## config.mk

```make
export PLATFORM = sky130hd
export DESIGN_NAME = gpio_input_debounce
export DESIGN_NICKNAME = d
export VERILOG_FILES = /design/src/rtl/gpio_input_debounce.sv
export SDC_FILE = /design/constraint.sdc
export NUM_CORES = 1
export LEC_CHECK = 0
export ABC_AREA = 1
export BUFFER_PORTS_ARGS = -buffer_cell sky130_fd_sc_hd__buf_2
export CORE_MARGIN = 1.5
export CORE_UTILIZATION = 56
export CTS_CLUSTER_DIAMETER = 120
export DETAILED_ROUTE_END_ITERATION = 8
export PLACE_DENSITY = 0.89
export SYNTH_ARGS = -nofsm -noshare
export SYNTH_HDL_FRONTEND = slang
export SYNTH_SLANG_ARGS = --single-unit
```

## constraint.sdc

```tcl
create_clock -name io_clock -period 2.54 [get_ports io_clock]
set_input_delay 0.127 -clock io_clock [delete_from_list [all_inputs] [get_ports io_clock]]
set_output_delay 0.127 -clock io_clock [all_outputs]
set_load 0.05 [all_outputs]
```

## src/rtl/gpio_input_debounce.sv

```systemverilog
// GPIO read-path conditioning: per-pin synchronizer, shared sample prescaler,
// per-pin debounce counter and registered rise/fall pulses; driven pins bypass the debounce.
module gpio_input_debounce #(
    parameter int unsigned     WIDTH            = 4,
    parameter int unsigned     SYNC_STAGES      = 2,
    parameter int unsigned     PRESCALE         = 1,
    parameter int unsigned     DEBOUNCE_SAMPLES = 4,
    parameter logic [WIDTH-1:0] RESET_VALUE     = '0
) (
    input  logic             io_clock,
    input  logic             io_reset,
    input  logic [WIDTH-1:0] io_pins_raw,
    input  logic [WIDTH-1:0] io_pins_writeEnable,
    output logic [WIDTH-1:0] io_pins_read,
    output logic [WIDTH-1:0] io_pins_rise,
    output logic [WIDTH-1:0] io_pins_fall
);

    localparam int unsigned PW = (PRESCALE > 1) ? $clog2(PRESCALE) : 1;
    localparam int unsigned CW = (DEBOUNCE_SAMPLES > 1) ? $clog2(DEBOUNCE_SAMPLES) : 1;
    localparam logic [PW-1:0] PCNT_LAST = PW'(PRESCALE - 1);
    localparam logic [CW-1:0] CNT_LAST  = CW'(DEBOUNCE_SAMPLES - 1);

    logic [WIDTH-1:0] sync_q [SYNC_STAGES];
    logic [WIDTH-1:0] s;
    logic [PW-1:0]    pcnt_q, pcnt_d;
    logic             tick;
    logic [CW-1:0]    cnt_q [WIDTH];
    logic [CW-1:0]    cnt_d [WIDTH];
    logic [WIDTH-1:0] read_q, read_d;
    logic [WIDTH-1:0] rise_q, fall_q;

    always_ff @(posedge io_clock or posedge io_reset) begin
        if (io_reset) begin
            for (int k = 0; k < int'(SYNC_STAGES); k++) begin
                sync_q[k] <= '0;
            end
        end else begin
            sync_q[0] <= io_pins_raw;
            for (int k = 1; k < int'(SYNC_STAGES); k++) begin
                sync_q[k] <= sync_q[k-1];
            end
        end
    end

    assign s      = sync_q[SYNC_STAGES-1];
    assign tick   = (pcnt_q == PCNT_LAST);
    assign pcnt_d = tick ? '0 : pcnt_q + PW'(1);

    always_comb begin
        read_d = read_q;
        for (int i = 0; i < int'(WIDTH); i++) begin
            cnt_d[i] = cnt_q[i];
            if (io_pins_writeEnable[i]) begin
                read_d[i] = s[i];
                cnt_d[i]  = '0;
            end else if (tick) begin
                if (s[i] == read_q[i]) begin
                    cnt_d[i] = '0;
                end else if (cnt_q[i] == CNT_LAST) begin
                    read_d[i] = s[i];
                    cnt_d[i]  = '0;
                end else begin
                    cnt_d[i] = cnt_q[i] + CW'(1);
                end
            end
        end
    end

    // Pulses are derived from the next value so they appear together with it.
    always_ff @(posedge io_clock or posedge io_reset) begin
        if (io_reset) begin
            pcnt_q <= '0;
            read_q <= RESET_VALUE;
            rise_q <= '0;
            fall_q <= '0;
            for (int i = 0; i < int'(WIDTH); i++) begin
                cnt_q[i] <= '0;
            end
        end else begin
            pcnt_q <= pcnt_d;
            read_q <= read_d;
            rise_q <= read_d & ~read_q;
            fall_q <= ~read_d & read_q;
            for (int i = 0; i < int'(WIDTH); i++) begin
                cnt_q[i] <= cnt_d[i];
            end
        end
    end

    assign io_pins_read = read_q;
    assign io_pins_rise = rise_q;
    assign io_pins_fall = fall_q;

endmodule

```

# After elaboration in Yosys (flattened, before gate mapping)
# Index checks and enable logic that the tools add are counted.
[op_classes]
addsub = 5
eq_ne = 12
muxes = 33
bitwise_logic = 4
[op_table]
columns = ["cell", "count"]
rows = [
  ["2-bit 2-to-1 mux", 16],
  ["1-bit 2-to-1 mux", 17],
  ["2-bit by 1-bit adder with 2-bit output, second input constant", 4],
  ["4-bit AND", 2],
  ["2-bit == test, second input constant", 4],
  ["2-bit != test, second input constant", 4],
  ["4-bit inverter", 2],
  ["1-bit == test", 4],
  ["1-bit adder, second input constant", 1],
]
[totals]
register_bits = 29
input_bits = 10
out_inout_bits = 12
wordCells = 64

# Longest topological paths before layout
# Gate-level depths: netlist of run 1.
[logic_depth]
depth_word = 7
mapped_depth = 5
depth_no_buf = 5

# Worst setup path before layout of run 1
# No wires, ideal clock.
[synth_timing]
path_type = "register to register"
startpoint = "register read_q[3] (netlist: io_pins_read[3])"
endpoint = "register cnt_q[0] (netlist name)"
setup_ns = 0.115
arrival_ns = 0.885
required_time_ns = 2.425
setup_slack_ns = 1.540
path_stages_with_launch = 4
n_path_buf = 0
period_less_slack_ns = 1.000
path_cell_list = "dfrtp_1 nand2_1 nand2_1 nor2_1"
[synth_lines]
columns = ["element", "line_no", "text"]
rows = [
  ["from (decl)", "30", "logic [WIDTH-1:0] read_q, read_d;"],
  ["from (signal assigned)", "82", "read_q <= read_d;"],
  ["to (signal, indexed assignment)", "86", "cnt_q[i] <= cnt_d[i];"],
  ["to (decl)", "28", "logic [CW-1:0] cnt_q [WIDTH];"],
]

# Worst setup path in the final report of run 1
[layout_timing]
startpoint = "register read_q[3] (netlist: io_pins_read[3])"
endpoint = "output port io_pins_read[3]"
[layout_lines]
columns = ["element", "line_no", "text"]
rows = [
  ["to (decl)", "14", "output logic [WIDTH-1:0] io_pins_read,"],
]
# No word-level cell between the ends.

==> results.cfg, run 1 <==
[clock_tree]
cts_resized = 0
cts-htree-levels = 1
clockBufferDepth = 2
post-cts-setup-buffers = 0
cts_tree = built
clkTransAtPathRegs_ps = 140
cts_root_buf = clkbuf_4
clkSinkCount = 28
cts_hold_buf = 4
numCtsBuffers = 3
clkLatencyLatePin_ps = 320

[setup_path]
endpoint_kind = primary output
reg2regPathDepth = 4
timing.critical_path.buf_inv = 1
critPathMaxFanout = 5
reg2reg_slack_ps = 1520
crit_family = flip-flops
crit_arrival_ps = 1100
critPathRequiredTime_ps = 2410
critPathMaxStageDelay_ps = 480
crit_start = io_pins_read[3]
start_kind = flip-flop
path_class = reg2out
slowest_stage = dfrtp_1
critical_path_cell_count = 1
cp_cell_sequence = buf_2
regToRegStartpoint = cnt_q[0]

[finish]
layout.nets = 153
regArea_um2 = 700.7
area_growth_pct = 21.21
stdcell_area_mm2 = 0.001309
multi_input_area_um2 = 300.3
utilization = 0.7418
num_antenna_cells = 0
fill_cells = 140
drive_gt1_frac = 0.2899

[grt]
grt_max_degree = 29
grt_pass1_vias = 681
antenna_found_initial = 0
grt_pass1_wl_um = 2594
grt.total_usage = 0.1759
grt_remaining_overflow = 0

[detailed_routing]
ant_nets = 0
route.detailed.drc = 0
drt-total-wl_um = 1580
wl_per_cell_um = 9.693
routed_via_density = 4.466
vias = 728
firstDrtPassIters = 4
drt_iter0_markers = 4

[pwr]
p_sw_mw = 0.2402
p_comb_frac = 0.152
fin_total_pwr_mw = 0.9164
cellInternalPower_mw = 0.6762
irDropWorstVdd_mv = 0.4002
p_per_area_mw_per_mm2 = 700.2
power_frac_seq = 0.541
leakage_nw = 0.7272
clkPwrFrac = 0.307
switching_share = 0.2621

[sta]
timing.fmax_ghz = 0.8175
setup_tns_ps = 0
maxSlewViolCount = 0
rsz0062_at_grt = no
worst_pin_slew_ps = 971.1
slew_headroom = 0.3519
worst_slack_ps = 1317
fin_skew_ps = 6.668
setup_viol = 0
fin_crit_ps = 1223
hold_viol = 0
period_share = 0.4816

[placement]
dp.final_hpwl_um = 1209
preCtsSetupSlack_ps = 1506
io_buffer_count = 21
place.gp.congestion = 0.6915
placed_cell_area_mm2 = 0.001216

[floorplan]
core_mm2 = 0.001764
rows = 15
die_h_um = 46.91
num_io_pins = 22
dieWidth_um = 46.91
die_area_mm2 = 0.002201
initial_utilization = 0.6121

[synth]
synth_cells = 109
synth_cell_types = 8
synth_nets = 123
avgSynthCellArea_um2 = 9.906
ys_seq_area_frac = 0.6489
ys_warn_count = 0
ys_ff_latch = 28
syn_area_mm2 = 0.001080

[outcome]
status = completed

[hold_path]
min_path_type = in2async

[flow_run]
drv_cap = 0
==> synthesized netlist by cell type, drive strengths merged <==
cell   count  area, µm²
nor3       8      40.04
dfrtp     28      700.7
nand2     24      90.09
inv       21      78.83
ha         4      50.05
nor2      24      120.1
==> worst paths after layout <==
path / endpoint
setup / recovery: io_pins_read[3]
max in group asynchronous: s[3]
min in group io_clock: cnt_q[2]
setup reg to reg: io_pins_read[3]
hold reg to reg: s[0]
hold / removal: io_pins_rise[1]
==> flip-flops by register name, summed over array words and instances (netlist names) <==
| register | cells |
|---|---|
| io_pins_read | 4 |
| s | 4 |
| cnt_q | 8 |
| io_pins_fall | 4 |
| io_pins_rise | 4 |
| sync_q | 4 |
==> cell type report <==
cell class                 instances  share of cell area
clock buffer                       3             0.01721
multi-input combinational         60              0.2294
sequential                        28              0.5354
timing repair buffer              25              0.1109
tap                               25             0.02390
clock inverter                     1             0.02294
inverter                          21             0.06023
==> placed cells by master (no fill, tap or decap), drive strengths merged <==
| cell type | synthesis | layout |
|---|---|---|
| inv | 21 | 21 |
| clkbuf | 0 | 3 |
| ha | 4 | 4 |
| dlygate4sd3 | 0 | 4 |
| nor2 | 24 | 24 |
| nor3 | 8 | 8 |
| buf | 0 | 21 |
| nand2 | 24 | 24 |
| bufinv | 0 | 1 |
| dfrtp | 28 | 28 |
==> power groups by stage <==
stage / registers (mW) / clock network (mW) / logic (mW)
floorplan: 0.547 / 0 / 0.0564
global placement: 0.501 / 0 / 0.133
detailed placement: 0.504 / 0 / 0.137
CTS: 0.496 / 0.287 / 0.142
global route: 0.500 / 0.299 / 0.156
finish: 0.496 / 0.281 / 0.139
==> metrics by stage <==
stage / hold WS, ps / std cells
2_1_floorplan: 158.4 / 109
3_3_place_gp: 235.5 / 155
3_5_place_dp: 237.1 / 155
4_1_cts: 35.15 / 163
5_1_grt: 69.09 / 163
6_report: 6.338 / 163
==> kinds of logic (layout without fill, tap and decap cells) <==
kind of cell,after synthesis,after routing,share of synthesized area
buf+inv,21,50,0.07301
simple gates,56,56,0.2317
fa+ha+maj,4,4,0.04635
flops,28,28,0.6489
==> layer usage <==
layer  GRT usage  wire [µm]  share of wire
met4      0.1167         21          0.013
met2      0.3260        852           0.54
met5           0          0              0
met1      0.1827        642           0.41
met3     0.02308         64          0.041
Note: power is estimated with default switching activity, not from simulation.
==> run 2, diff against run 1 <==
- CORE_UTILIZATION: 56 -> 52
- PLACE_DENSITY: 0.89 -> 0.84
- clock period: 2.54 -> 1.2 ns (I/O delays scaled with it)
==> results.cfg, run 2 (synthesis results as in run 1) <==
[clock_tree]
clkLatencyLatePin_ps = 320
clkSinkCount = 28
clkTransAtPathRegs_ps = 140
clockBufferDepth = 2
numCtsBuffers = 3
cts-htree-levels = 1
cts_root_buf = clkbuf_4
cts_resized = 0
cts_tree = built

[finish]
layout.nets = 158
area_growth_pct = 25.84
final_common_cell = dfrtp_1
layout_common_cells = dfrtp_1 (28), nand2_1 (24), buf_2 (21)
largest_reg_flops = 8
regMostFlops = cnt_q
num_antenna_cells = 0
drive_gt1_frac = 0.2867

[setup_path]
crit_arrival_ps = 1070
cp_cell_sequence = buf_2
regToRegStartpoint = cnt_q[0]
slowest_stage = dfrtp_1
crit_family = flip-flops
r2r-end = cnt_q[0]
critPathRequiredTime_ps = 1140
start_kind = flip-flop
endpoint_kind = primary output
path_class = reg2out
reg2reg_slack_ps = 150
reg2regPathDepth = 4
critPathMaxStageDelay_ps = 450
critPathMaxFanout = 5
timing.critical_path.buf_inv = 1

[floorplan]
num_io_pins = 22
die_area_mm2 = 0.002359
dieWidth_um = 48.57
initial_utilization = 0.5504
rows = 16
die_h_um = 48.57
core_mm2 = 0.001962

[flow_run]
drv_cap = 0

[placement]
preCtsSetupSlack_ps = 172.6
place.gp.congestion = 0.7825
dp.final_hpwl_um = 1237
io_buffer_count = 21

[sta]
rsz0062_at_grt = no
slew_headroom = 0.7792
setup_tns_ps = 0
holdWs_ps = 15.49
maxSlewViolCount = 0
fin_skew_ps = 2.470
fin_crit_ps = 1126
worst_slack_ps = 73.72
period_share = 0.9386
timing.fmax_ghz = 0.8879
hold_viol = 0
worst_pin_slew_ps = 331.3
setup_viol = 0

[grt]
grt_remaining_overflow = 0
antenna_found_initial = 0
grt.total_usage = 0.1650
grt_pass1_vias = 780
grt_pass1_wl_um = 2980
grt_max_degree = 29

[pwr]
p_sw_mw = 0.5231
fin_total_pwr_mw = 1.967
p_per_area_mw_per_mm2 = 1448
clkPwrFrac = 0.307
power_frac_seq = 0.533
irDropWorstVdd_mv = 0.8101
leakage_nw = 0.7487
cellInternalPower_mw = 1.444
p_comb_frac = 0.160
switching_share = 0.2660

[hold_path]
hold_depth = 4
whs_endpoint = cnt_q[2]
min_path_type = in2reg
min-delay-start = io_pins_writeEnable[2]

[detailed_routing]
drt_iter0_markers = 14
vias = 801
routed_via_density = 4.712
drt-total-wl_um = 1676
route.detailed.drc = 0
firstDrtPassIters = 4
ant_nets = 0
wl_per_cell_um = 9.859

[outcome]
status = completed
## run 2: changes by cell type in the layout (fill, tap and decap cells not counted)
cell	before	now
dlygate4sd3_1	4	8
buf_4	0	1
## run 2: metrics by stage
| stage | cells | area (µm²) | utilization |
|---|---|---|---|
| after floorplan | 109 | 1080 | - |
| after global placement | 158 | 1226 | 0.6250 |
| after detailed placement | 158 | 1226 | 0.6250 |
| after CTS | 170 | 1359 | 0.6926 |
| final | 170 | 1359 | 0.6926 |
| after global routing | 170 | 1359 | 0.6926 |
## run 2: layer usage
| layer | global-route usage | routed length (µm) |
|---|---|---|
| met1 | 0.1783 | 652 |
| met2 | 0.3218 | 935 |
| met3 | 0.02778 | 73 |
| met4 | 0.05714 | 14 |
| met5 | 0 | 0 |
## run 2: area by class of cell
class,instances,area [µm²]
Multi-Input combinational cell,60,300.3
Clock buffer,3,22.52
Inverter,21,78.83
Fill cell,169,603.1
Tap cell,27,33.78
Clock inverter,1,30.03
Timing Repair Buffer,30,192.7
Sequential cell,28,700.7
## run 2: repair_timing
item	in CTS	in global routing
setup buffers	0	0
hold buffers	8	0
endpoints found under the setup margin	0	0
endpoints found under the hold margin	37	0
## run 2: worst max-delay path by stage
stage,slack (ps),start,cells past startpoint,end
detailed placement,170,cnt_q[0],4,cnt_q[0]
global route,20,io_pins_read[3],1,io_pins_read[3]
floorplan,200,io_pins_read[3],3,cnt_q[0]
finish,70,io_pins_read[1],1,io_pins_read[1]
CTS,60,io_pins_read[3],1,io_pins_read[3]
global placement,250,cnt_q[4],4,cnt_q[4]
## run 2: power groups by stage
stage          registers, mW  logic, mW  clock network (mW)
6_report                1.05      0.315               0.604
5_1_grt                 1.06      0.349               0.651
4_1_cts                 1.05      0.318               0.620
3_5_place_dp            1.07      0.298                   0
3_3_place_gp            1.06      0.283                   0
2_1_floorplan           1.16      0.119                   0
## run 2: tightest hold or removal path: stages
cell	delay [ps]
buf_2	110
nor2_4	50
nand2_1	50
nor2_1	40
